<file path="src/rtl/spi_seq_pkg.sv">
// Shared definitions for the SPI transfer sequencer: SPI register map,
// STATUS bit positions, step/phase enums and the captured request payload.
package spi_seq_pkg;

  localparam int unsigned APB_DW = 32;

  localparam logic [7:0] REG_STATUS = 8'h00;
  localparam logic [7:0] REG_CLKDIV = 8'h04;
  localparam logic [7:0] REG_SPICMD = 8'h08;
  localparam logic [7:0] REG_SPIADR = 8'h0C;
  localparam logic [7:0] REG_SPILEN = 8'h10;
  localparam logic [7:0] REG_SPIDUM = 8'h14;
  localparam logic [7:0] REG_TXFIFO = 8'h18;
  localparam logic [7:0] REG_RXFIFO = 8'h20;

  localparam int unsigned ST_RD     = 0;
  localparam int unsigned ST_WR     = 1;
  localparam int unsigned ST_SWRST  = 4;
  localparam int unsigned ST_CS_LSB = 8;
  localparam int unsigned ST_IDLE   = 0;

  typedef enum logic [3:0] {
    STEP_IDLE, STEP_CLKDIV, STEP_CMD, STEP_ADR, STEP_LEN, STEP_DUM, STEP_TX,
    STEP_START, STEP_POLL, STEP_GAP, STEP_RX, STEP_SWRST, STEP_RESP
  } step_e;

  typedef enum logic [1:0] {PH_IDLE, PH_SETUP, PH_ACCESS} apb_phase_e;

  typedef struct packed {
    logic        write;
    logic [1:0]  csn;
    logic [7:0]  clkdiv;
    logic [31:0] cmd;
    logic [5:0]  cmd_len;
    logic [31:0] addr;
    logic [5:0]  addr_len;
    logic [5:0]  data_len;
    logic [15:0] dummy_rd;
    logic [15:0] dummy_wr;
    logic [31:0] wdata;
  } req_t;

  // STATUS word that launches a standard-mode transfer on the selected chip select
  function automatic logic [31:0] status_start(input logic write, input logic [1:0] csn);
    logic [31:0] w;
    w = '0;
    w[ST_CS_LSB +: 4] = 4'b0001 << csn;
    w[ST_WR] = write;
    w[ST_RD] = ~write;
    return w;
  endfunction

  localparam logic [31:0] SWRST_WORD = 32'(1) << ST_SWRST;

endpackage

</file>
<file path="src/rtl/spi_seq_apb_xact.sv">
// Single-access APB master engine: SETUP then ACCESS until PREADY.
// Completion, read data and error are presented combinationally on the finishing cycle.
module spi_seq_apb_xact
  import spi_seq_pkg::*;
#(
  parameter int unsigned AW = 12
) (
  input  logic              HCLK,
  input  logic              HRESETn,
  input  logic              start,
  input  logic [AW-1:0]     addr,
  input  logic [APB_DW-1:0] wdata,
  input  logic              write,
  output logic              done_c,
  output logic [APB_DW-1:0] rdata_c,
  output logic              err_c,
  output logic [AW-1:0]     PADDR,
  output logic [APB_DW-1:0] PWDATA,
  output logic              PWRITE,
  output logic              PSEL,
  output logic              PENABLE,
  input  logic [APB_DW-1:0] PRDATA,
  input  logic              PREADY,
  input  logic              PSLVERR
);

  apb_phase_e        phase, phase_n;
  logic              psel_n, penable_n, pwrite_n;
  logic [AW-1:0]     paddr_n;
  logic [APB_DW-1:0] pwdata_n;

  always_ff @(posedge HCLK or negedge HRESETn) begin
    if (!HRESETn) begin
      phase   <= PH_IDLE;
      PSEL    <= 1'b0;
      PENABLE <= 1'b0;
      PWRITE  <= 1'b0;
      PADDR   <= '0;
      PWDATA  <= '0;
    end else begin
      phase   <= phase_n;
      PSEL    <= psel_n;
      PENABLE <= penable_n;
      PWRITE  <= pwrite_n;
      PADDR   <= paddr_n;
      PWDATA  <= pwdata_n;
    end
  end

  // Address/data/direction are latched at start and held through both phases
  always_comb begin
    phase_n   = phase;
    psel_n    = PSEL;
    penable_n = PENABLE;
    pwrite_n  = PWRITE;
    paddr_n   = PADDR;
    pwdata_n  = PWDATA;
    unique case (phase)
      PH_IDLE: begin
        if (start) begin
          phase_n   = PH_SETUP;
          psel_n    = 1'b1;
          penable_n = 1'b0;
          pwrite_n  = write;
          paddr_n   = addr;
          pwdata_n  = wdata;
        end
      end
      PH_SETUP: begin
        phase_n   = PH_ACCESS;
        penable_n = 1'b1;
      end
      PH_ACCESS: begin
        if (PREADY) begin
          phase_n   = PH_IDLE;
          psel_n    = 1'b0;
          penable_n = 1'b0;
        end
      end
      default: phase_n = PH_IDLE;
    endcase
  end

  assign done_c  = (phase == PH_ACCESS) && PREADY;
  assign rdata_c = PRDATA;
  assign err_c   = done_c && PSLVERR;

endmodule

</file>
<file path="src/rtl/spi_xfer_sequencer.sv">
// Autonomous APB master that programs the SPI register set for one request,
// launches it, polls STATUS until idle, optionally fetches one RX word and responds.
module spi_xfer_sequencer
  import spi_seq_pkg::*;
#(
  parameter int unsigned APB_ADDR_WIDTH = 12,
  parameter int unsigned POLL_TIMEOUT   = 1024,
  parameter int unsigned POLL_GAP       = 4
) (
  input  logic                      HCLK,
  input  logic                      HRESETn,
  input  logic                      req_valid,
  output logic                      req_ready,
  input  logic                      req_write,
  input  logic [1:0]                req_csn,
  input  logic [7:0]                req_clkdiv,
  input  logic [31:0]               req_cmd,
  input  logic [5:0]                req_cmd_len,
  input  logic [31:0]               req_addr,
  input  logic [5:0]                req_addr_len,
  input  logic [5:0]                req_data_len,
  input  logic [15:0]               req_dummy_rd,
  input  logic [15:0]               req_dummy_wr,
  input  logic [31:0]               req_wdata,
  output logic                      rsp_valid,
  output logic                      rsp_err,
  output logic [31:0]               rsp_rdata,
  output logic                      busy,
  output logic [APB_ADDR_WIDTH-1:0] PADDR,
  output logic [31:0]               PWDATA,
  output logic                      PWRITE,
  output logic                      PSEL,
  output logic                      PENABLE,
  input  logic [31:0]               PRDATA,
  input  logic                      PREADY,
  input  logic                      PSLVERR
);

  localparam int unsigned PW = $clog2(POLL_TIMEOUT + 1);
  localparam int unsigned GW = $clog2(POLL_GAP + 2);

  step_e          state, state_n;
  req_t           req_r, req_n;
  logic           pend, pend_n;
  logic [PW-1:0]  poll_cnt, poll_cnt_n;
  logic [GW-1:0]  gap_cnt, gap_cnt_n;
  logic           err_r, err_n;
  logic [31:0]    rdata_r, rdata_n;
  logic           is_acc, start, xwrite;
  logic [7:0]     xaddr;
  logic [31:0]    xwdata;
  logic           done_c, err_c;
  logic [31:0]    rdata_c;

  always_ff @(posedge HCLK or negedge HRESETn) begin
    if (!HRESETn) begin
      state     <= STEP_IDLE;
      req_r     <= '0;
      pend      <= 1'b0;
      poll_cnt  <= '0;
      gap_cnt   <= '0;
      err_r     <= 1'b0;
      rdata_r   <= '0;
      rsp_valid <= 1'b0;
      req_ready <= 1'b1;
      busy      <= 1'b0;
    end else begin
      state     <= state_n;
      req_r     <= req_n;
      pend      <= pend_n;
      poll_cnt  <= poll_cnt_n;
      gap_cnt   <= gap_cnt_n;
      err_r     <= err_n;
      rdata_r   <= rdata_n;
      rsp_valid <= (state_n == STEP_RESP);
      req_ready <= (state_n == STEP_IDLE);
      busy      <= (state_n != STEP_IDLE);
    end
  end

  // Register access carried out by each bus step
  always_comb begin
    is_acc = 1'b1;
    xaddr  = REG_STATUS;
    xwdata = '0;
    xwrite = 1'b1;
    unique case (state)
      STEP_CLKDIV: begin xaddr = REG_CLKDIV; xwdata = {24'd0, req_r.clkdiv}; end
      STEP_CMD:    begin xaddr = REG_SPICMD; xwdata = req_r.cmd; end
      STEP_ADR:    begin xaddr = REG_SPIADR; xwdata = req_r.addr; end
      STEP_LEN:    begin
        xaddr  = REG_SPILEN;
        xwdata = {10'd0, req_r.data_len, 2'd0, req_r.addr_len, 2'd0, req_r.cmd_len};
      end
      STEP_DUM:    begin xaddr = REG_SPIDUM; xwdata = {req_r.dummy_wr, req_r.dummy_rd}; end
      STEP_TX:     begin xaddr = REG_TXFIFO; xwdata = req_r.wdata; end
      STEP_START:  xwdata = status_start(req_r.write, req_r.csn);
      STEP_POLL:   xwrite = 1'b0;
      STEP_RX:     begin xaddr = REG_RXFIFO; xwrite = 1'b0; end
      STEP_SWRST:  xwdata = SWRST_WORD;
      default:     is_acc = 1'b0;
    endcase
  end

  assign start = is_acc && !pend;

  always_comb begin
    state_n    = state;
    req_n      = req_r;
    pend_n     = pend;
    poll_cnt_n = poll_cnt;
    gap_cnt_n  = gap_cnt;
    err_n      = err_r;
    rdata_n    = rdata_r;
    if (start) pend_n = 1'b1;
    unique case (state)
      STEP_IDLE: begin
        if (req_valid && req_ready) begin
          req_n.write    = req_write;
          req_n.csn      = req_csn;
          req_n.clkdiv   = req_clkdiv;
          req_n.cmd      = req_cmd;
          req_n.cmd_len  = req_cmd_len;
          req_n.addr     = req_addr;
          req_n.addr_len = req_addr_len;
          req_n.data_len = req_data_len;
          req_n.dummy_rd = req_dummy_rd;
          req_n.dummy_wr = req_dummy_wr;
          req_n.wdata    = req_wdata;
          err_n          = 1'b0;
          rdata_n        = '0;
          poll_cnt_n     = '0;
          if ((req_data_len == 6'd0) || (req_data_len > 6'd32)) begin
            err_n   = 1'b1;
            state_n = STEP_RESP;
          end else begin
            state_n = STEP_CLKDIV;
          end
        end
      end
      STEP_GAP: begin
        if (gap_cnt <= GW'(1)) state_n = STEP_POLL;
        else gap_cnt_n = gap_cnt - GW'(1);
      end
      STEP_RESP: state_n = STEP_IDLE;
      default: begin
        if (done_c) begin
          pend_n = 1'b0;
          if (err_c) begin
            // A bus error while the SPI core is running still needs a soft reset
            err_n   = 1'b1;
            state_n = (state == STEP_POLL) ? STEP_SWRST : STEP_RESP;
          end else begin
            unique case (state)
              STEP_CLKDIV: state_n = STEP_CMD;
              STEP_CMD:    state_n = STEP_ADR;
              STEP_ADR:    state_n = STEP_LEN;
              STEP_LEN:    state_n = STEP_DUM;
              STEP_DUM:    state_n = req_r.write ? STEP_TX : STEP_START;
              STEP_TX:     state_n = STEP_START;
              STEP_START:  state_n = STEP_POLL;
              STEP_POLL: begin
                poll_cnt_n = poll_cnt + PW'(1);
                if (rdata_c[ST_IDLE]) begin
                  state_n = req_r.write ? STEP_RESP : STEP_RX;
                end else if (poll_cnt + PW'(1) == PW'(POLL_TIMEOUT)) begin
                  err_n   = 1'b1;
                  state_n = STEP_SWRST;
                end else if (POLL_GAP == 0) begin
                  state_n = STEP_POLL;
                end else begin
                  gap_cnt_n = GW'(POLL_GAP);
                  state_n   = STEP_GAP;
                end
              end
              STEP_RX: begin
                rdata_n = rdata_c;
                state_n = STEP_RESP;
              end
              default: state_n = STEP_RESP;
            endcase
          end
        end
      end
    endcase
  end

  spi_seq_apb_xact #(.AW(APB_ADDR_WIDTH)) u_xact (
    .HCLK    (HCLK),
    .HRESETn (HRESETn),
    .start   (start),
    .addr    (APB_ADDR_WIDTH'(xaddr)),
    .wdata   (xwdata),
    .write   (xwrite),
    .done_c  (done_c),
    .rdata_c (rdata_c),
    .err_c   (err_c),
    .PADDR   (PADDR),
    .PWDATA  (PWDATA),
    .PWRITE  (PWRITE),
    .PSEL    (PSEL),
    .PENABLE (PENABLE),
    .PRDATA  (PRDATA),
    .PREADY  (PREADY),
    .PSLVERR (PSLVERR)
  );

  assign rsp_err   = err_r;
  assign rsp_rdata = rdata_r;

endmodule

</file>
<file path="config.mk">
export PLATFORM = sky130hd
export DESIGN_NAME = spi_xfer_sequencer
export DESIGN_NICKNAME = d
export VERILOG_FILES = /design/src/rtl/spi_seq_pkg.sv /design/src/rtl/spi_seq_apb_xact.sv /design/src/rtl/spi_xfer_sequencer.sv
export SDC_FILE = /design/constraint.sdc
export NUM_CORES = 1
export LEC_CHECK = 0
export ABC_CLOCK_PERIOD_IN_PS = 2100
export CELL_PAD_IN_SITES_DETAIL_PLACEMENT = 1
export CELL_PAD_IN_SITES_GLOBAL_PLACEMENT = 1
export CORE_AREA = 4 4 175 177
export DETAILED_ROUTE_END_ITERATION = 8
export DIE_AREA = 0 0 179 181
export GPL_TIMING_DRIVEN = 0
export PLACE_DENSITY_LB_ADDON = 0.1
export SLEW_MARGIN = 0
export SYNTH_ARGS = -nofsm -noshare
export SYNTH_HDL_FRONTEND = slang
export SYNTH_SLANG_ARGS = --single-unit
</file>
<file path="constraint.sdc">
create_clock -name HCLK -period 2.1 [get_ports HCLK]
set_input_delay 0.315 -clock HCLK [delete_from_list [all_inputs] [get_ports HCLK]]
set_output_delay 0.315 -clock HCLK [all_outputs]
set_load 0.01 [all_outputs]
</file>
# Word level (Yosys, flattened, before mapping)
# Index checks and enable logic that the tools add are counted.
# word_totals
regBits,257
# classes
n_addsub,2
magnitude_cmp,2
n_eq_ne,25
shifts,1
n_mux,52
n_bitwise,3
reduce_logical,34
# op_table
operator,n
case mux 32 bit (8 select lines),1
two-way mux 32 bit,4
case mux 32 bit (2 select lines),1
two-way mux 11 bit,4
case mux 6 bit (7 select lines),1
case mux 4 bit (8 select lines),1
two-way mux 3 bit,9
equality test 4 bit (second input constant),6
case mux 11 bit (2 select lines),1
two-way mux 4 bit,5
equality test 4 x 3 -> 1 bit (second input constant),4
two-way mux 1 bit,16
case mux 4 bit (3 select lines),1
nonzero test 2 bit,6
adder 11 x 1 -> 11 bit (second input constant),1
equality test 11 bit (second input constant),1
AND reduction 5 bit,2
OR reduction 10 bit,1
nonzero test 3 bit,3
equality test 4 x 2 -> 1 bit (second input constant),2
logical NOT 4 bit,2
!= test 2 x 1 -> 1 bit (second input constant),4
!= test 2 bit (second input constant),4
AND reduction 7 bit,1
25 further kinds,38

# Depth between registers and ports, before layout
# Gate-level depths: netlist of the first run.
# depth
ltp_word,9
depth_mapped,9

# Hierarchy
# From an unflattened synthesis of the first run, not the netlist that was laid out.
# hier_totals
cells_unflattened,1306
hier_area_um2,12051.6
# modules_own_cells
mod,instances,cells_per_inst,area_per_inst_um2,seq_area_each_um2
spi_xfer_sequencer,1,1155,9718.1,5306.3
spi_seq_apb_xact,1,151,2333.5,1226.2

# Worst setup path before layout of the first run
# No wires, ideal clock.
# synth_timing
path_type,register -> register
startpoint,register state[0]
endpoint,register req_r[148] (netlist bit)
setup_time_ns,0.125
t_arrival_ns,1.745
t_required_ns,1.975
slack_ns,0.230
stages_incl_launch_ff,8
path_buffers,3
period_less_slack_ns,1.870
path_cell_list,dfrtp_1 -> buf_2 -> nor2_2 -> nand2_1 -> nor2_4 -> buf_4 -> buf_4 -> mux2_2
# synth_between
elab_chain_len,2
# synth_lines
item,line_no,source
start: declaration,spi_xfer_sequencer.sv:42,"step_e state, state_n;"
start signal: assignment,spi_xfer_sequencer.sv:68,state <= state_n;
logical NOT 4 bit,spi_xfer_sequencer.sv:116,unique case (state)
AND reduction 2 bit (no line),n/a,
end signal: assignment,spi_xfer_sequencer.sv:69,req_r <= req_n;
end: declaration,spi_xfer_sequencer.sv:43,"req_t req_r, req_n;"
# No other way between the ends.
# A chain may end at the register's enable or synchronous reset.

# Worst setup path in the final report of the first run
# layout_timing
startpoint,register state[0]
endpoint,register busy
# layout_between
elab_chain_len,6
elab_cells_between_ends,19
classes_between,eq/ne (10); mux (7); reduce/logical (2)
# layout_lines
item,line_no,source
"equality test 4 bit, or another cell as far along",spi_xfer_sequencer.sv:154,unique case (state)
case mux 4 bit (8 select lines),spi_xfer_sequencer.sv:154,
two-way mux 4 bit,spi_xfer_sequencer.sv:149,if (err_c) begin
two-way mux 4 bit,spi_xfer_sequencer.sv:147,if (done_c) begin
case mux 4 bit (3 select lines) *,spi_xfer_sequencer.sv:116,
net state_n[3],spi_xfer_sequencer.sv:42,
nonzero test 4 bit *,spi_xfer_sequencer.sv:77,busy <= (state_n != STEP_IDLE);
end signal: assignment,spi_xfer_sequencer.sv:77,
end: declaration,spi_xfer_sequencer.sv:28,"output logic busy,"
# Mark *: on every way through the listed nets, which the timed path passes. The rest lies on a longest branch.

==> impl_metrics.tcl, run 1 <==
set metrics [dict create \
    run_status "finished with violations" \
    failed_checks "setup timing" \
    setup_viol 1 \
    gpl.final_weighted_congestion 0.8570 \
    cts_clock_pin_slew_for_the_worst_setup_and_hold_paths_ns 0.06 \
    dr.pass1.iters 6 \
    grt_max_degree 117 \
    timing_worst_slew_pin_value_ns 0.6350 \
    clock_root_buffer "clkbuf_16" \
    path_class "reg2reg" \
    tns_ns -0.03107 \
    synth-seq-area-share_pct 56.25 \
    grt_first_pass_wirelength_um 55920 \
    first_global_vias 9588 \
    via_count 8985 \
    synthCells 946 \
    routedWlPerCell_um 22.01 \
    floorplan.initialDensity_pct 38.49 \
    post_layout_nonfiller_instances 1682 \
    port-buffer-count 267 \
    end_kind "flip-flop" \
    grt_use_total_pct 22.15 \
    die_w_um 179 \
    relSlewSlack_pct 57.67 \
    die_h_um 181 \
    drtIter0Drc 479 \
    total_switching_power_mw 6.767 \
    ys_async_sr_fraction_pct 100.0 \
    vdd_ir_drop_max_v 0.0006539 \
    row_count 63 \
    timing.critical_path.fanout_max 10 \
    global_route.overflow_total 0 \
    final-hold-violation-count 0 \
    grt_antenna_before_repair 6 \
    drt-vias-per-instance 5.342 \
    critical_path_required_ns 2.52 \
    power.share.clock_pct 24.7 \
    netSwitchingFraction_pct 32.98 \
    worstHoldPathType "in2async" \
    synth_enable_flop_cells 0 \
    tritoncts "done" \
    synthesis.yosys.warnings 0 \
    cell_variety_after_synth 68 \
    core_area_mm2 0.02924 \
    max_freq_mhz 469.2 \
    cts_inserted_buffers 29 \
    fp.dieArea_mm2 0.03240 \
    p_leak_nw 6.861 \
    pwr_density_cell_mw_per_mm2 1292 \
    netlist_area_mm2 0.01126 \
    slew_violations 0 \
    worst-r2r-cell-count 7 \
    arrival_ns 2.55 \
    critPathMaxStageDelay_ns 0.44 \
    critical_path.slowest_cell "dfrtp_2" \
    kind_of_cell_adding_the_most_delay_to_the_critical_path "simple AND/OR/NAND/NOR gates" \
    seq_power_share_pct 39.9 \
    place.detailed.instances 1612 \
    max_cap_viol_count 0 \
    setup_slack_ns -0.03107 \
    area_growth_from_synthesis_to_final_layout_pct 41.04 \
    post-route-period-util_pct 101.5 \
    clock_sink_count 253 \
    finalCriticalPeriod_ns 2.131 \
    drive_above_1_share_pct 24.44 \
    start_kind "flip-flop" \
    route.antenna.remaining_nets 0 \
    synth-main-ff-cell "dfrtp_1" \
    number_of_top_level_pins 277 \
    ctsHtreeMaxLevel 1 \
    worstPathBufferInverterCount 1 \
    synth-seq-cells 253 \
    cells_traversed_along_the_worst_timing_path "buf_6 > or2_1 > a21oi_1 > nor3_1 > o32ai_1 > nand2b_2 > or3_1" \
    internal-power_mw 13.75 \
    grt_setup_unrepaired "yes" \
    num-nets-final 1464 \
    clkLatencyLatePin_ns 0.56 \
    final.setup_skew_ns 0.01532 \
    cell_area_after_layout_mm2 0.01588 \
    syn_area_per_cell_um2 11.90 \
    drt-total-wl_um 37020 \
    clk_path_buf_depth 3 \
    total_placed_instance_area_mm2 0.01450 \
    comb_power_share_pct 35.4 \
    worst-path-stages 7 \
    timing.hold.ws_ns 0.2661 \
    drc 0 \
    place_hpwl_um 26440 \
]
==> power groups by stage <==
stage	clock network, mW	logic, mW	registers, mW
2_1_floorplan	0	3.65	8.19
3_3_place_gp	0	6.68	8.17
3_5_place_dp	0	6.86	8.24
4_1_cts	5.18	7.06	8.18
5_1_grt	5.40	7.88	8.44
6_report	5.07	7.25	8.19
==> sequential cells by signal, indices dropped and copies added, names as in the netlist <==
name and count:
u_xact.PADDR 4, poll_cnt 11, u_xact.PWRITE 1, u_xact.PWDATA 32, u_xact.PSEL 1, u_xact.PENABLE 1
gap_cnt 3, req_ready 1, state 4, u_xact.phase 2, rsp_valid 1, pend 1
rsp_rdata 32, busy 1, req_r 157, rsp_err 1
==> what timing repair did <==
item / in CTS / in global routing
setup endpoints to repair: 225 / 228
pin swaps: 3 / 8
gates cloned: 0 / 2
hold endpoints to repair: 42 / 0
buffers inserted: 3 / 8
hold buffers: 1 / 0
gates resized for setup: 37 / 56
==> final timing paths <==
check	from	endpoint	slack (ns)
min in group HCLK	PRDATA[3]	rsp_rdata[3]	0.31
setup / recovery	state[0]	busy	-0.03
hold reg to reg	rsp_rdata[25]	rsp_rdata[25]	0.46
max in group asynchronous	HRESETn	u_xact.PWDATA[23]	0.90
setup reg to reg	state[0]	busy	-0.03
hold / removal	HRESETn	u_xact.PWRITE	0.27
==> cell usage in the layout (no fill, tap or decap), drive strengths merged, types with 8 or more instances in the layout <==
cell type      count
nand2b            13
clkdlybuf4s50    266
a22oi             37
clkbuf            66
nand3             35
conb               8
nor2              61
a21oi             21
dfrtp            252
o21ai             31
a31oi             35
mux2             156
nor3              14
inv                9
buf               68
nand2            104
a222oi            22
==> cell type report <==
| class | instances | area, µm² |
|---|---|---|
| clock buffer | 47 | 883.3 |
| antenna | 3 | 7.507 |
| inverter | 8 | 30.03 |
| clock inverter | 7 | 77.57 |
| sequential | 253 | 6336 |
| fill | 3045 | 13370 |
| buffer | 71 | 548.0 |
| multi-input combinational | 620 | 4638 |
| timing repair buffer | 283 | 2868 |
| tap | 390 | 488.0 |
==> through the flow <==
stage | util [%] | total power, mW | setup slack, ns
after floorplan | - | 11.84 | 0.2301
after global placement | 49.39 | 14.86 | -10.75
after detailed placement | 49.60 | 15.10 | -0.5340
after CTS | 53.36 | 20.43 | -0.001675
after global routing | 54.27 | 21.72 | -0.07549
final | 54.29 | 20.51 | -0.03107
==> worst register-to-register path, stage by stage, from the launching register on <==
cell      delay (ns)
dfrtp_2         0.44
buf_6           0.16
or2_1           0.31
a21oi_1         0.28
nor3_1          0.10
o32ai_1         0.21
nand2b_2        0.13
or3_1           0.36
==> synthesized netlist by cell type (4+ instances only) <==
| cell type | number | area, µm² |
|---|---|---|
| o21ai_0 | 28 | 140.1 |
| a31oi_1 | 35 | 219.0 |
| nor3_2 | 4 | 40.04 |
| clkbuf_1 | 10 | 37.54 |
| a21oi_1 | 20 | 100.1 |
| dfrtp_1 | 252 | 6306 |
| nor3_1 | 10 | 50.05 |
| o31ai_1 | 6 | 45.04 |
| a22oi_1 | 37 | 277.8 |
| buf_2 | 37 | 185.2 |
| nand3_1 | 35 | 175.2 |
| buf_6 | 9 | 101.4 |
| nor2_1 | 56 | 210.2 |
| nor2b_1 | 4 | 25.02 |
| a22o_1 | 6 | 52.55 |
| mux2_2 | 144 | 1622 |
| mux2_1 | 12 | 135.1 |
| and3_1 | 6 | 37.54 |
| a222oi_1 | 22 | 220.2 |
| a221oi_1 | 5 | 43.79 |
| ha_1 | 4 | 50.05 |
| inv_1 | 8 | 30.03 |
| nand2b_1 | 12 | 75.07 |
| buf_4 | 14 | 105.1 |
| nand2_1 | 104 | 390.4 |
==> cells by family (layout without fill, tap and decap cells) <==
| kind of cell | Yosys count | count (layout) | share of synthesized area [%] |
|---|---|---|---|
| AO/OA/AOI/OAI | 186 | 186 | 11.82 |
| XOR/XNOR | 4 | 4 | 0.3113 |
| adder cells (fa/ha/maj) | 4 | 4 | 0.4446 |
| buffers and inverters | 80 | 416 | 4.146 |
| flip-flops | 253 | 253 | 56.25 |
| multiplexers | 158 | 158 | 15.78 |
| other | 1 | 11 | 0.03331 |
| AND/OR/NAND/NOR | 260 | 260 | 11.21 |
==> metal layers <==
metal,wire length (µm),track usage (%),share of wire (%),vias up
met4,960,5.342,2.6,10
met1,15370,28.75,42,4572
met5,52,0,0.14,-
met2,17940,36.98,48,257
met3,2690,5.901,7.3,60
li1,-,-,-,4086
No activity file was read; power rests on OpenSTA's default activity.
==> run 2: changes to the inputs <==
--- a/config.mk
+++ b/config.mk
@@ -8,9 +8,10 @@
 export ABC_CLOCK_PERIOD_IN_PS = 2100
 export CELL_PAD_IN_SITES_DETAIL_PLACEMENT = 1
 export CELL_PAD_IN_SITES_GLOBAL_PLACEMENT = 1
-export CORE_AREA = 4 4 175 177
+export CORE_AREA = 4 4 173 175
+export CTS_BUF_LIST = sky130_fd_sc_hd__clkbuf_4
 export DETAILED_ROUTE_END_ITERATION = 8
-export DIE_AREA = 0 0 179 181
+export DIE_AREA = 0 0 177 179
 export GPL_TIMING_DRIVEN = 0
 export PLACE_DENSITY_LB_ADDON = 0.1
 export SLEW_MARGIN = 0
==> run 2 against run 1 <==
Compared with the run above:
- power down 3.0%
- routed wire length up 0.89%
- setup slack improved by 0.089 ns
- flip-flop and latch count is the same
- clock power decreased by 13%
- utilization up 0.88 points
- final cell count rose by 3.2%
- clock skew is 0.042 ns higher
- register-to-register slack better by 0.09 ns
- clock-buffer cell count increased by 52
- first-iteration DRC count up 2.9%
- the run now ends clean
==> impl_metrics.tcl, run 2 (synthesized netlist as in run 1, its figures left out) <==
set metrics [dict create \
    run_status "finished, final reports clean" \
    relSlewSlack_pct 53.24 \
    cts_inserted_buffers 71 \
    drt-vias-per-instance 5.288 \
    route.antenna.remaining_nets 0 \
    gr-usage-met2_pct 39.29 \
    cts_clock_pin_slew_for_the_worst_setup_and_hold_paths_ns 0.07 \
    post-layout-total-power_mw 19.90 \
    num-nets-final 1503 \
    comb_power_share_pct 36.8 \
    path_class "reg2reg" \
    start_kind "flip-flop" \
    gpl.final_weighted_congestion 0.8771 \
    arrival_ns 2.57 \
    grt_max_degree 112 \
    final-hold-violation-count 0 \
    final.fill_count 3045 \
    via_count 9180 \
    power.share.clock_pct 22.2 \
    netSwitchingFraction_pct 34.23 \
    critical_path_required_ns 2.63 \
    tritoncts "done" \
    first_global_vias 9784 \
    die_h_um 179 \
    p_leak_nw 6.888 \
    max_freq_mhz 489.6 \
    clkLatencyLatePin_ns 0.69 \
    worstHoldPathType "in2async" \
    layout.cells.most_common "clkdlybuf4s50_1" \
    met1_usage_pct 28.25 \
    finalCriticalPeriod_ns 2.042 \
    largest-register "req_r" \
    grt_antenna_before_repair 5 \
    core_area_mm2 0.02847 \
    floorplan.initialDensity_pct 39.54 \
    internal-power_mw 13.09 \
    slew_violations 0 \
    global_route.overflow_total 0 \
    number_of_top_level_pins 277 \
    grt.met3_usage_pct 7.022 \
    routedWlPerCell_um 21.51 \
    port-buffer-count 267 \
    place_hpwl_um 26610 \
    grt_use_total_pct 22.95 \
    area_growth_from_synthesis_to_final_layout_pct 39.52 \
    clk_path_buf_depth 3 \
    end_kind "flip-flop" \
    vdd_ir_drop_max_v 0.0004995 \
    pwr_density_cell_mw_per_mm2 1267 \
    timing_worst_slew_pin_value_ns 0.6964 \
    dr.pass1.iters 8 \
    timing.hold.ws_ns 0.1609 \
    drtIter0Drc 493 \
    globalRoute.busiestLayer "met2" \
    drt-total-wl_um 37350 \
    clock_root_buffer "clkbuf_4" \
    ctsHtreeMaxLevel 3 \
    total_switching_power_mw 6.813 \
    drive_above_1_share_pct 27.72 \
    row_count 62 \
    timing.critical_path.fanout_max 10 \
    drc 0 \
    die_w_um 177 \
    max_cap_viol_count 0 \
    post-route-period-util_pct 97.25 \
    seq_power_share_pct 41.1 \
    most_frequent_cells_in_the_layout "clkdlybuf4s50_1 (265), dfrtp_1 (248), mux2_2 (144)" \
    setup_viol 0 \
    clock_sink_count 253 \
    largest_register_ffs 157 \
    grt_first_pass_wirelength_um 55830 \
    final.setup_skew_ns 0.05703 \
    fp.dieArea_mm2 0.03168 \
]
## run 2: cell count changes in the layout (fill, tap and decap cells not counted), sizes merged
cell           change
clkinvlp           -1
clkbuf            +49
inv                +1
dlymetal6s2s       +1
clkinv            +11
clkdlybuf4s50      -1
## run 2: metrics by stage
step	std cells	util [%]	worst slack [ns]	cell area, µm²	TNS, ns
3_5_place_dp	1606	50.92	-0.5700	14500	-66.29
4_1_cts	1726	54.47	0.004877	15510	0
2_1_floorplan	953	-	0.2301	11280	0
5_1_grt	1735	55.16	-0.01089	15700	-0.02317
6_report	1736	55.17	0.05771	15710	0
3_3_place_gp	1604	50.71	-10.74	14440	-2772.14
## run 2: worst paths after layout
path	start	to	slack [ns]	depth (start not counted)
min	HRESETn	req_r[25]	0.16	2
min in group HCLK	PRDATA[21]	rsp_rdata[21]	0.19	3
max in group asynchronous	HRESETn	req_r[125]	1.02	3
max	state[2]	gap_cnt[1]	0.06	7
min reg2reg	rsp_rdata[19]	rsp_rdata[19]	0.46	2
max reg2reg	state[2]	gap_cnt[1]	0.06	7
## run 2: worst max-delay path: stages (launching register included)
cell and delay [ns]:
dfrtp_1 0.38, buf_4 0.20, buf_6 0.17, nor2_1 0.33, nand2_1 0.20, a221o_1 0.33, a21oi_1 0.23, o31ai_1 0.09
## run 2: power groups by stage
stage	combinational [mW]	clock (mW)	sequential (mW)
detailed placement	6.89	0	8.23
global route	7.94	4.84	8.43
CTS	7.10	4.56	8.17
global placement	6.69	0	8.16
floorplan	3.65	0	8.19
finish	7.32	4.41	8.17
## run 2: layout make-up
cell class	instances	area, µm²	share of cell area (%)
repair buffers	280	2820	17.96
well taps	384	480.5	3.059
diodes	3	7.507	0.04780
inverters	8	30.03	0.1912
flip-flops and latches	253	6337	40.35
clock buffers	99	743.2	4.732
plain buffers	71	559.3	3.561
clock inverters	18	116.4	0.7409
multi-input cells	620	4612	29.36
## run 2: what timing repair did
| action | 4_1_cts | 5_1_grt |
|---|---|---|
| cloned | 0 | 0 |
| setup buffers | 3 | 7 |
| hold buffers | 1 | 0 |
| gates resized for setup | 42 | 44 |
| endpoints found under the hold margin | 79 | 0 |
| pin swaps | 3 | 8 |
| setup endpoints to repair | 207 | 223 |
## run 2: layer usage
layer	up-vias	wire length [µm]
met3	57	2519
li1	4199	-
met5	-	36
met4	6	667
met1	4635	15330
met2	283	18800
